$ cat src/rtl/wb_writeback_ctrl.sv
// Register-file write-port arbiter: ALU results take priority and loads queue in a small FIFO.
// A per-register pending-load scoreboard lets decode see load-use hazards on rs1/rs2.
module wb_writeback_ctrl #(
  parameter int XLEN      = 32,
  parameter int LDQ_DEPTH = 2
) (
  input  logic            clk,
  input  logic            rst_n,
  input  logic            alu_valid,
  input  logic [4:0]      alu_rd,
  input  logic [XLEN-1:0] alu_data,
  input  logic            ld_issue,
  input  logic [4:0]      ld_issue_rd,
  input  logic            ld_valid,
  output logic            ld_ready,
  input  logic [4:0]      ld_rd,
  input  logic [XLEN-1:0] ld_data,
  input  logic [4:0]      chk_rs1,
  input  logic [4:0]      chk_rs2,
  output logic            rs1_busy,
  output logic            rs2_busy,
  output logic            ld_pending,
  output logic            regwr,
  output logic [4:0]      rdaddr,
  output logic [XLEN-1:0] win
);

  localparam int PW = (LDQ_DEPTH > 1) ? $clog2(LDQ_DEPTH) : 1;
  localparam int CW = $clog2(LDQ_DEPTH + 1);

  // Handshake: a load result transfers on a posedge where ld_valid && ld_ready;
  // ld_ready is low whenever the FIFO is full or rst_n is low.
  logic [4:0]      q_rd   [LDQ_DEPTH];
  logic [XLEN-1:0] q_data [LDQ_DEPTH];
  logic [PW-1:0]   wr_ptr, rd_ptr;
  logic [CW-1:0]   occ;
  logic            full, empty, push, pop;
  logic [4:0]      head_rd;
  logic [XLEN-1:0] head_data;

  assign full      = (occ == CW'(LDQ_DEPTH));
  assign empty     = (occ == '0);
  assign ld_ready  = rst_n && !full;
  assign push      = ld_valid && ld_ready;
  assign pop       = !alu_valid && !empty;
  assign head_rd   = q_rd[rd_ptr];
  assign head_data = q_data[rd_ptr];

  always_ff @(posedge clk) begin
    if (!rst_n) begin
      wr_ptr <= '0;
      rd_ptr <= '0;
      occ    <= '0;
    end else begin
      if (push) begin
        q_rd[wr_ptr]   <= ld_rd;
        q_data[wr_ptr] <= ld_data;
        wr_ptr <= (wr_ptr == PW'(LDQ_DEPTH - 1)) ? '0 : wr_ptr + PW'(1);
      end
      if (pop)
        rd_ptr <= (rd_ptr == PW'(LDQ_DEPTH - 1)) ? '0 : rd_ptr + PW'(1);
      case ({push, pop})
        2'b10:   occ <= occ + CW'(1);
        2'b01:   occ <= occ - CW'(1);
        default: occ <= occ;
      endcase
    end
  end

  always_ff @(posedge clk) begin
    if (!rst_n) begin
      regwr  <= 1'b0;
      rdaddr <= '0;
      win    <= '0;
    end else if (alu_valid) begin
      regwr  <= (alu_rd != 5'd0);
      rdaddr <= alu_rd;
      win    <= alu_data;
    end else if (pop) begin
      regwr  <= (head_rd != 5'd0);
      rdaddr <= head_rd;
      win    <= head_data;
    end else begin
      regwr  <= 1'b0;
    end
  end

  // Scoreboard: a count goes up when a load is issued and down when its result reaches the write port.
  logic [1:0]  sb  [32];
  logic [31:0] inc, dec;

  always_comb begin
    inc = '0;
    dec = '0;
    if (ld_issue && ld_issue_rd != 5'd0) inc[ld_issue_rd] = 1'b1;
    if (pop && head_rd != 5'd0)          dec[head_rd]     = 1'b1;
  end

  always_ff @(posedge clk) begin
    if (!rst_n) begin
      for (int r = 0; r < 32; r++) sb[r] <= 2'd0;
    end else begin
      for (int r = 1; r < 32; r++) begin
        if (inc[r] && !dec[r] && sb[r] != 2'd3)
          sb[r] <= sb[r] + 2'd1;
        else if (dec[r] && !inc[r] && sb[r] != 2'd0)
          sb[r] <= sb[r] - 2'd1;
      end
    end
  end

  assign rs1_busy = (chk_rs1 != 5'd0) && (sb[chk_rs1] != 2'd0);
  assign rs2_busy = (chk_rs2 != 5'd0) && (sb[chk_rs2] != 2'd0);

  always_comb begin
    ld_pending = 1'b0;
    for (int r = 1; r < 32; r++)
      if (sb[r] != 2'd0) ld_pending = 1'b1;
  end

endmodule

$ cat config.mk
export PLATFORM = sky130hd
export DESIGN_NAME = wb_writeback_ctrl
export DESIGN_NICKNAME = d
export VERILOG_FILES = /design/src/rtl/wb_writeback_ctrl.sv
export SDC_FILE = /design/constraint.sdc
export NUM_CORES = 1
export LEC_CHECK = 0
export BUFFER_PORTS_ARGS = -buffer_cell sky130_fd_sc_hd__buf_2
export CORE_ASPECT_RATIO = 0.7
export CORE_MARGIN = 2
export CORE_UTILIZATION = 50
export CTS_CLUSTER_SIZE = 30
export DETAILED_ROUTE_END_ITERATION = 16
export GPL_ROUTABILITY_DRIVEN = 0
export GPL_TIMING_DRIVEN = 0
export HOLD_SLACK_MARGIN = 0.06
export PLACE_DENSITY = 0.71
export SYNTH_ARGS = -nofsm -noshare
export SYNTH_HDL_FRONTEND = slang
export SYNTH_SLANG_ARGS = --single-unit
$ cat constraint.sdc
create_clock -name clk -period 3.9 [get_ports clk]
set_clock_uncertainty 0.15 [all_clocks]
set_input_delay 0.975 -clock clk [delete_from_list [all_inputs] [get_ports clk]]
set_output_delay 0.975 -clock clk [all_outputs]
set_load 0.02 [all_outputs]
==> results of run 1 <==
logic make-up (layout without fill, tap and decap cells):
group | after synthesis | in the layout | share of synthesized area (%)
flip-flops | 179 | 179 | 51.0
buffers and inverters | 73 | 240 | 3.52
adder cells (fa/ha/maj) | 3 | 3 | 0.387
AND/OR/NAND/NOR | 392 | 392 | 19.7
multiplexers | 54 | 54 | 6.81
XOR/XNOR | 21 | 21 | 1.90
AO/OA/AOI/OAI | 236 | 236 | 16.7
layout make-up:
type	count	area share, %
buffer	59	2.49
clock buffer	17	3.72
clock inverter	15	1.87
inverter	13	0.427
multi-input combinational	706	39.0
sequential	179	43.2
tap	264	2.89
timing repair buffer	136	6.38
flip-flops by register name, summed over array words and instances (netlist names), named ones only:
| register | cells |
|---|---|
| occ | 2 |
| regwr | 1 |
| rd_ptr | 1 |
| q_rd | 10 |
| sb | 62 |
| rdaddr | 5 |
| q_data | 64 |
| wr_ptr | 1 |
| win | 32 |
worst max-delay path, delay by kind of cell:
family | cells | cell delay (ps)
and+or+nand+nor | 3 | 800
buffers and inverters | 3 | 410
muxes | 1 | 500
AOI/OAI and AO/OA | 1 | 50
final timing paths:
| path | startpoint | slack, ps | depth (start not counted) | to |
|---|---|---|---|---|
| min reg2reg | rd_ptr$_SDFFE_PN0P_ | 370 | 2 | rd_ptr$_SDFFE_PN0P_ |
| max | chk_rs2[2] | 40 | 8 | rs2_busy |
| max reg2reg | flop | 1290 | 7 | sb[31][1]$_SDFFCE_PN0P_ |
| min | rd_ptr$_SDFFE_PN0P_ | 370 | 2 | rd_ptr$_SDFFE_PN0P_ |
cells in the final DEF (no fill, tap or decap), drive strengths merged, types with 32 or more instances in the layout:
master,instances
a211oi,47
a21oi,78
clkbuf,56
mux2i,40
nand3,32
buf,156
dfxtp,43
nor2,152
nand2,93
edfxtp,136
power groups by stage:
| stage | clock [mW] | combinational, mW | sequential (mW) |
|---|---|---|---|
| floorplan | 0 | 0.973 | 2.49 |
| global placement | 0 | 1.49 | 2.41 |
| detailed placement | 0 | 1.53 | 2.41 |
| CTS | 1.82 | 1.54 | 2.37 |
| global route | 1.90 | 1.70 | 2.39 |
| finish | 1.80 | 1.56 | 2.37 |
routing by layer:
layer,GRT usage [%],vias up,wire length (microns)
met4,8.65,0,502
met3,6.15,37,2460
met1,39.2,3957,12200
met2,38.6,363,11400
met5,0,-,0
li1,-,3934,-
synthesized netlist by cell type (12+ instances only):
library cell,number
sky130_fd_sc_hd__nand3_1,32
sky130_fd_sc_hd__a21oi_1,73
sky130_fd_sc_hd__o21ai_0,21
sky130_fd_sc_hd__inv_1,12
sky130_fd_sc_hd__nor2_1,151
sky130_fd_sc_hd__nor3_1,19
sky130_fd_sc_hd__a211oi_1,47
sky130_fd_sc_hd__dfxtp_1,43
sky130_fd_sc_hd__clkbuf_1,39
sky130_fd_sc_hd__xor2_1,14
sky130_fd_sc_hd__edfxtp_1,136
sky130_fd_sc_hd__mux2i_1,39
sky130_fd_sc_hd__nand2_1,93
what timing repair did:
action | in CTS | in global routing
setup endpoints to repair | 1 | 1
cloned | 1 | 0
gates resized for setup | 3 | 13
hold endpoints to repair | 0 | 0
pin swaps | 0 | 4
per-stage QoR:
step	setup slack [ps]	instance area, sq um	hold WS [ps]	power [mW]
final	44.8	11400	365	5.73
after floorplan	284	9700	331	3.46
after global routing	25.9	11400	435	5.99
after detailed placement	0.927	10700	356	3.94
after global placement	-208	10700	344	3.90
after CTS	0.777	11400	375	5.73
==> impl_metrics.json, run 1 <==
{
  "crit_path_start_kind": "primary input",
  "final.fill_count": 1608,
  "yosysWarnings": 0,
  "synth_seq_area_share_pct": 51.0,
  "worst_ep_required_time_ps": 2770,
  "cts_buf_count": 17,
  "fin_hold_viols": 0,
  "detail-route-antenna-nets": 0,
  "vias": 8291,
  "internal_power_mw": 3.71,
  "place_inst": 1357,
  "synth.avg_cell_area_sq_um": 10.1,
  "number_of_setup_violations_in_the_final_report": 0,
  "crit_path_cell_trace": "buf_6 -> buf_6 -> nor3_2 -> a21oi_1 -> mux4_2 -> and3_4 -> or4_4 -> buf_6",
  "via_count_of_the_first_global_routing_pass": 7786,
  "timing.slew.headroom_pct": 25.9,
  "syn-num-nets": 1055,
  "grt_max_degree": 32,
  "netlist.area_leader.share_pct": 42.1,
  "cts_tree": "built",
  "worst-path-max-fanout": 9,
  "antenna_found_initial": 0,
  "detail_route.iter0.violations": 744,
  "fin_crit_ps": 3860,
  "power.leakage_nw": 4.21,
  "coreArea_sq_um": 19000,
  "first_pass_iters": 5,
  "power_density_nw_per_um2": 501,
  "max-cap-violations": 0,
  "drive_gt1_share_pct": 20.8,
  "clock_power_share_pct": 31.4,
  "critical_path.endpoint_type": "output port",
  "p_comb_share_pct": 27.2,
  "detail_route.wirelength_microns": 26600,
  "synth_cells": 958,
  "hold_buffers": 0,
  "most_area_consuming_cells_after_synthesis": "sky130_fd_sc_hd__edfxtp_1 (42%), sky130_fd_sc_hd__dfxtp_1 (8.9%), sky130_fd_sc_hd__nor2_1 (5.8%)",
  "timing.critical_path.slowest_cell_delay_ps": 530,
  "cp_slowest_cell": "sky130_fd_sc_hd__or4_4",
  "ctsRootBufferMaster": "sky130_fd_sc_hd__clkbuf_16",
  "drt-vias-per-instance": 5.97,
  "layout.nets": 1209,
  "global_route_usage_over_all_layers_pct": 26.6,
  "max_slew.worst_pin.slew_ps": 1110,
  "path_class": "primary input to output port",
  "vdd_drop_max_v": 0.000288,
  "clkLatencyLatePin_ps": 440,
  "dpl_hpwl_microns": 19500,
  "power.share.switching_pct": 35.3,
  "mappedNetlistArea_sq_um": 9700,
  "num_io_pins": 136,
  "clkSlewWorstSetupHoldPaths_ps": 80,
  "die_h_microns": 121,
  "final_cells": 1389,
  "slew_viol_final": 0,
  "postLayoutCoreUtil_pct": 60.3,
  "wl_per_cell_microns": 19.1,
  "cts_sinks": 179,
  "dieArea_sq_um": 20500,
  "cts_buffer_depth": 2,
  "placement.io_buffers": 133,
  "worst_path_most_repeated_cell": "sky130_fd_sc_hd__buf_6",
  "total_gr_overflow": 0,
  "number_of_synthesized_flops_with_an_enable_pin": 136,
  "hold_class": "flop to flop",
  "cts-htree-levels": 4,
  "postCtsSetupBuffers": 0,
  "syn_to_final_growth_pct": 17.9,
  "ys_ff_latch": 179,
  "p_switching_mw": 2.02,
  "layout_worst_path_cycle_share_pct": 98.9,
  "ys_dominant_reg_cell": "sky130_fd_sc_hd__edfxtp_1",
  "rsz0062_at_grt": "false",
  "global_route_wire_length_before_repair_microns": 41600,
  "die_width_microns": 170,
  "part_of_the_total_power_dissipated_in_sequential_elements_pct": 41.4,
  "async_reset_ff_share_pct": 0,
  "multi_input_comb_area_sq_um": 4460,
  "remaining_drc_errors": 0,
  "yosysUniqueCellTypes": 74,
  "register_area_sq_um": 4940,
  "antenna_cells_inserted": 0,
  "start_util_pct": 51.1,
  "run_status": "finished clean",
  "max_freq_ghz": 0.259,
  "timing.setup.tns_ps": 0,
  "worst_ep_arrival_time_ps": 2730,
  "post-synth-top-area-cell": "sky130_fd_sc_hd__edfxtp_1",
  "floorplan.rows": 42
}
(Power assumes the default switching activity.)
==> run 2: changes to the inputs <==
- CTS_BUF_LIST: default -> sky130_fd_sc_hd__clkbuf_8
==> run 2 against run 1 <==
  * Die area stayed put
  * Critical path depth stayed put
  * Sequential power hardly changed
  * Utilization is 0.94 points lower
  * Sequential share of layout area is 0.68 points higher
  * Design area is 1.6% lower
  * Routed wire length hardly changed
  * Fmax is 0.58% lower
  * Setup slack worse by 22 ps
  * Register-to-register slack hardly changed
  * Non-clock buffer count is 1 higher
  * Count of clock-buffer cells in the layout stayed put
  * Critical endpoint unchanged
==> impl_metrics.json, run 2 (synthesis results as in run 1) <==
{
  "run_status": "finished clean",
  "largest-register": "q_data",
  "fin_hold_viols": 0,
  "slew_viol_final": 0,
  "reg.largest.list": "q_data: 64 flops, sb: 62 flops, win: 32 flops",
  "path_class": "primary input to output port",
  "final_cells": 1390,
  "pre_cts_slack_ps": 0.927,
  "vdd_drop_max_v": 0.000260,
  "placement.io_buffers": 133,
  "detail_route.iter0.violations": 814,
  "worst_ep_required_time_ps": 2770,
  "drt-vias-per-instance": 6.01,
  "grt_max_degree": 32,
  "worst_setup_path_startpoint": "chk_rs2[2]",
  "max_slew.worst_pin.slew_ps": 1150,
  "worst_ep_arrival_time_ps": 2750,
  "clkSlewWorstSetupHoldPaths_ps": 110,
  "crit_path_start_kind": "primary input",
  "layout.nets": 1210,
  "final_critical_path_setup_slack_ps": 22.5,
  "critical_path.endpoint_type": "output port",
  "antenna_cells_inserted": 0,
  "num_io_pins": 136,
  "worst_path_most_repeated_cell": "sky130_fd_sc_hd__buf_6",
  "die_width_microns": 170,
  "timing.critical_path.slowest_cell_delay_ps": 510,
  "cts_buffer_depth": 2,
  "final.fill_count": 1649,
  "cts_buf_count": 17,
  "total_gr_overflow": 0,
  "cp_slowest_cell": "sky130_fd_sc_hd__or4_4",
  "detail_route.wirelength_microns": 26600,
  "fin_crit_ps": 3880,
  "reg2reg_setup_slack_ps": 1290,
  "layout.cells.most_common": "sky130_fd_sc_hd__nor2_1",
  "cts_tree": "built",
  "clkLatencyLatePin_ps": 480,
  "die_h_microns": 121,
  "syn_to_final_growth_pct": 16.1,
  "dpl_hpwl_microns": 19500,
  "hold_path_startpoint": "rd_ptr$_SDFFE_PN0P_",
  "worst-path-max-fanout": 5,
  "detail-route-antenna-nets": 0,
  "remaining_drc_errors": 0,
  "place_inst": 1357,
  "power.leakage_nw": 4.13,
  "global_route_wire_length_before_repair_microns": 41500,
  "cts-htree-levels": 4,
  "coreArea_sq_um": 19000,
  "ctsRootBufferMaster": "sky130_fd_sc_hd__clkbuf_8",
  "crit_path_cell_trace": "buf_6 -> buf_6 -> nor3_4 -> a21oi_2 -> mux4_2 -> and3_4 -> or4_4 -> buf_6",
  "via_count_of_the_first_global_routing_pass": 7782,
  "critPathBufInv": 3,
  "number_of_setup_violations_in_the_final_report": 0,
  "first_pass_iters": 5,
  "antenna_found_initial": 0,
  "max-cap-violations": 0,
  "global_route_usage_over_all_layers_pct": 26.4,
  "power_density_nw_per_um2": 472,
  "layout_worst_path_cycle_share_pct": 99.4,
  "vias": 8351,
  "cts_sinks": 179,
  "commonest_non_fill_non_tap_cells_in_the_layout": "sky130_fd_sc_hd__nor2_1 (145), sky130_fd_sc_hd__buf_2 (140), sky130_fd_sc_hd__edfxtp_1 (136), sky130_fd_sc_hd__nand2_1 (93), sky130_fd_sc_hd__a21oi_1 (72)",
  "dieArea_sq_um": 20500,
  "timing.slew.headroom_pct": 23.4,
  "drive_gt1_share_pct": 21.2,
  "max_freq_ghz": 0.258,
  "start_util_pct": 51.1,
  "hold_class": "flop to flop",
  "holdWs_ps": 373,
  "path_delay_family": "simple AND/OR/NAND/NOR gates",
  "flip_flop_count_of_the_largest_register_all_copies_and_words_added": 64,
  "wl_per_cell_microns": 19.1,
  "floorplan.rows": 42
}
run 2: cell count changes in the layout (fill, tap and decap cells not counted), sizes merged:
cell / change
buf: +1
run 2: path summary, 6_finish.rpt:
kind | to | depth (start not counted)
max | rs2_busy | 8
max reg2reg | sb[31][1]$_SDFFCE_PN0P_ | 7
min reg2reg | rd_ptr$_SDFFE_PN0P_ | 2
min | rd_ptr$_SDFFE_PN0P_ | 2
run 2: what timing repair did:
| item | 4_1_cts | 5_1_grt |
|---|---|---|
| cloned | 1 | 0 |
| resized for setup | 4 | 14 |
| buffers inserted | 0 | 0 |
| hold buffers | 0 | 0 |
| pin swaps | 0 | 4 |
| setup endpoints to repair | 1 | 1 |
run 2: metal layers:
layer	vias up	share of wire, %	wire, microns	global-route usage [%]
met5	-	0	0	0
met4	0	1.6	416	7.37
met3	37	9.6	2550	6.61
met2	395	43	11400	38.3
met1	3993	46	12100	39.4
li1	3926	-	-	-
run 2: where the power goes:
group	switching, mW	total (mW)	internal, mW
clock	0.856	1.38	0.521
combinational	0.999	1.56	0.563
sequential	0.123	2.37	2.25
total	1.98	5.31	3.33
run 2: final cells by class:
cell class	count	area (sq um)	area share (%)
Tap cell	264	330	2.93
Buffer	60	293	2.60
Clock inverter	15	214	1.90
Inverter	13	48.8	0.433
Clock buffer	17	234	2.08
Multi-Input combinational cell	706	4470	39.7
Timing Repair Buffer	136	726	6.45
Sequential cell	179	4940	43.9
run 2: metrics by stage:
| step | utilization, % | total power [mW] | TNS (ps) | area (sq um) |
|---|---|---|---|---|
| after floorplan | - | 3.46 | 0 | 9700 |
| after global placement | 56.4 | 3.90 | -7540 | 10700 |
| after detailed placement | 56.6 | 3.94 | 0 | 10700 |
| after CTS | 59.1 | 5.30 | 0 | 11200 |
| after global routing | 59.3 | 5.57 | -8.12 | 11300 |
| final | 59.3 | 5.31 | 0 | 11300 |
run 2: tightest hold or removal path: cells and delay by family, from the launching register on:
family / cells / cell delay, ps
AND/OR/NAND/NOR: 1 / 70
flip-flops: 1 / 340
XOR/XNOR: 1 / 80
==> run 3: changes to the inputs <==
- clock period: 3.9 -> 4.3 ns (I/O delays scaled with it)
==> run 3 against run 2 <==
  * Non-clock buffer count is 1 lower
  * Setup slack better by 160 ps
  * Global-route usage increased by 0.14 points
  * Hold slack gained 35 ps
  * Count of clock-buffer cells in the layout is the same
  * Final cell count unchanged
  * Utilization down 0.33 points
  * Die area unchanged
  * Flip-flop and latch count is the same
  * First-iteration DRC count increased by 13%
  * Critical path depth unchanged
  * Largest cell class unchanged
==> impl_metrics.json, run 3 (synthesis results as in run 1) <==
{
  "run_status": "finished clean",
  "ctsRootBufferMaster": "sky130_fd_sc_hd__clkbuf_8",
  "max_slew.worst_pin.slew_ps": 1030,
  "cts_sinks": 179,
  "hold_buffers": 0,
  "commonest_non_fill_non_tap_cells_in_the_layout": "sky130_fd_sc_hd__nor2_1 (150), sky130_fd_sc_hd__buf_2 (142), sky130_fd_sc_hd__edfxtp_1 (136), sky130_fd_sc_hd__nand2_1 (93), sky130_fd_sc_hd__a21oi_1 (73)",
  "dpl-instance-area_sq_um": 10700,
  "worst_ep_arrival_time_ps": 2900,
  "global_route_wire_length_before_repair_microns": 41700,
  "postCtsSetupBuffers": 0,
  "fin_hold_viols": 0,
  "coreArea_sq_um": 19000,
  "detail-route-antenna-nets": 0,
  "internal_power_mw": 3.01,
  "syn_to_final_growth_pct": 15.4,
  "cts_buf_count": 17,
  "layout_worst_path_cycle_share_pct": 95.8,
  "final_design_area_no_fill_sq_um": 11200,
  "hold_class": "flop to flop",
  "slew_viol_final": 0,
  "total_gr_overflow": 0,
  "fin_crit_ps": 4120,
  "flip_flop_count_of_the_largest_register_all_copies_and_words_added": 64,
  "hold_path_startpoint": "occ[1]$_SDFFE_PN0P_",
  "largest-register": "q_data",
  "dpl_hpwl_microns": 19800,
  "cts-htree-levels": 4,
  "crit_path_start_kind": "primary input",
  "p_comb_share_pct": 29.4,
  "vias": 8374,
  "drive_gt1_share_pct": 20.2,
  "antenna_found_initial": 1,
  "drt-vias-per-instance": 6.02,
  "wl_per_cell_microns": 19.3,
  "part_of_the_total_power_dissipated_in_sequential_elements_pct": 44.8,
  "layout.cells.most_common": "sky130_fd_sc_hd__nor2_1",
  "layout.nets": 1209,
  "via_count_of_the_first_global_routing_pass": 7824,
  "place_inst": 1357,
  "max_freq_ghz": 0.243,
  "postLayoutCoreUtil_pct": 59.0,
  "p_switching_mw": 1.79,
  "first_pass_iters": 5,
  "floorplan.rows": 42,
  "path_class": "primary input to output port",
  "critical_path.endpoint_type": "output port",
  "max-cap-violations": 0,
  "worst_setup_path_startpoint": "chk_rs2[2]",
  "rsz0062_at_grt": "false",
  "start_util_pct": 51.1,
  "power_density_nw_per_um2": 429,
  "worst-path-max-fanout": 10,
  "vdd_drop_max_v": 0.000230,
  "detail_route.iter0.violations": 918,
  "number_of_setup_violations_in_the_final_report": 0,
  "die_h_microns": 121,
  "grt_max_degree": 38,
  "clock_power_share_pct": 25.8,
  "remaining_drc_errors": 0,
  "detail_route.wirelength_microns": 26800,
  "global_route_usage_over_all_layers_pct": 26.6,
  "post_cts_resized": 0,
  "placement.io_buffers": 133,
  "timing.setup.tns_ps": 0,
  "reg.largest.list": "q_data: 64 flops, sb: 62 flops, win: 32 flops",
  "dieArea_sq_um": 20500,
  "final.fill_count": 1666,
  "power.leakage_nw": 4.11,
  "final_cells": 1390,
  "cts_tree": "built",
  "clkLatencyLatePin_ps": 490,
  "cts_buffer_depth": 2,
  "die_width_microns": 170,
  "timing.slew.headroom_pct": 30.9,
  "num_io_pins": 136,
  "worst_ep_required_time_ps": 3070,
  "clkSlewWorstSetupHoldPaths_ps": 110,
  "power.share.switching_pct": 37.3
}
## run 3: cell count changes in the layout (fill, tap and decap cells not counted), sizes merged
cell      delta
diode        +1
buf          -1
inv          -2
clkinvlp     +1
clkinv       +1
## run 3: worst paths after layout
check,end,slack [ps],cells past startpoint
setup / recovery,rs2_busy,180,8
hold / removal,occ[1]$_SDFFE_PN0P_,410,2
hold reg to reg,occ[1]$_SDFFE_PN0P_,410,2
setup reg to reg,sb[31][1]$_SDFFCE_PN0P_,1540,7
## run 3: power by group through the flow
stage / Sequential (mW) / Combinational, mW / Clock [mW]
2_1_floorplan: 2.26 / 0.882 / 0
3_3_place_gp: 2.19 / 1.36 / 0
3_5_place_dp: 2.19 / 1.39 / 0
4_1_cts: 2.15 / 1.39 / 1.26
5_1_grt: 2.17 / 1.54 / 1.33
6_report: 2.15 / 1.41 / 1.24
## run 3: layout make-up
cell class | count | area (sq um) | share of cell area [%]
tap | 264 | 330 | 2.95
multi-input combinational | 706 | 4420 | 39.5
buffer | 60 | 293 | 2.62
timing repair buffer | 135 | 706 | 6.30
antenna | 1 | 2.50 | 0.0224
inverter | 13 | 48.8 | 0.436
clock buffer | 17 | 234 | 2.09
clock inverter | 15 | 215 | 1.92
sequential | 179 | 4940 | 44.2
## run 3: metrics by stage
stage,power [mW],worst slack [ps],hold slack (ps)
2_1_floorplan,3.14,200,331
3_3_place_gp,3.54,-907,347
3_5_place_dp,3.58,204,387
4_1_cts,4.80,204,412
5_1_grt,5.03,100,443
6_report,4.80,179,408
## run 3: critical path: stages
cell                      delay, ps
sky130_fd_sc_hd__buf_2          130
sky130_fd_sc_hd__buf_6          140
sky130_fd_sc_hd__nor3_1         150
sky130_fd_sc_hd__a21oi_1         70
sky130_fd_sc_hd__mux4_2         480
sky130_fd_sc_hd__and3_1         190
sky130_fd_sc_hd__or4_1          480
sky130_fd_sc_hd__buf_2          170
## run 3: per-layer routing
metal	share of wire (%)	vias to the layer above	GRT usage [%]	wire [microns]
li1	-	3915	-	-
met1	45	4030	38.8	12100
met3	9.6	39	5.79	2560
met4	1.6	0	8.17	427
met5	0	-	0	0
met2	44	390	39.7	11700
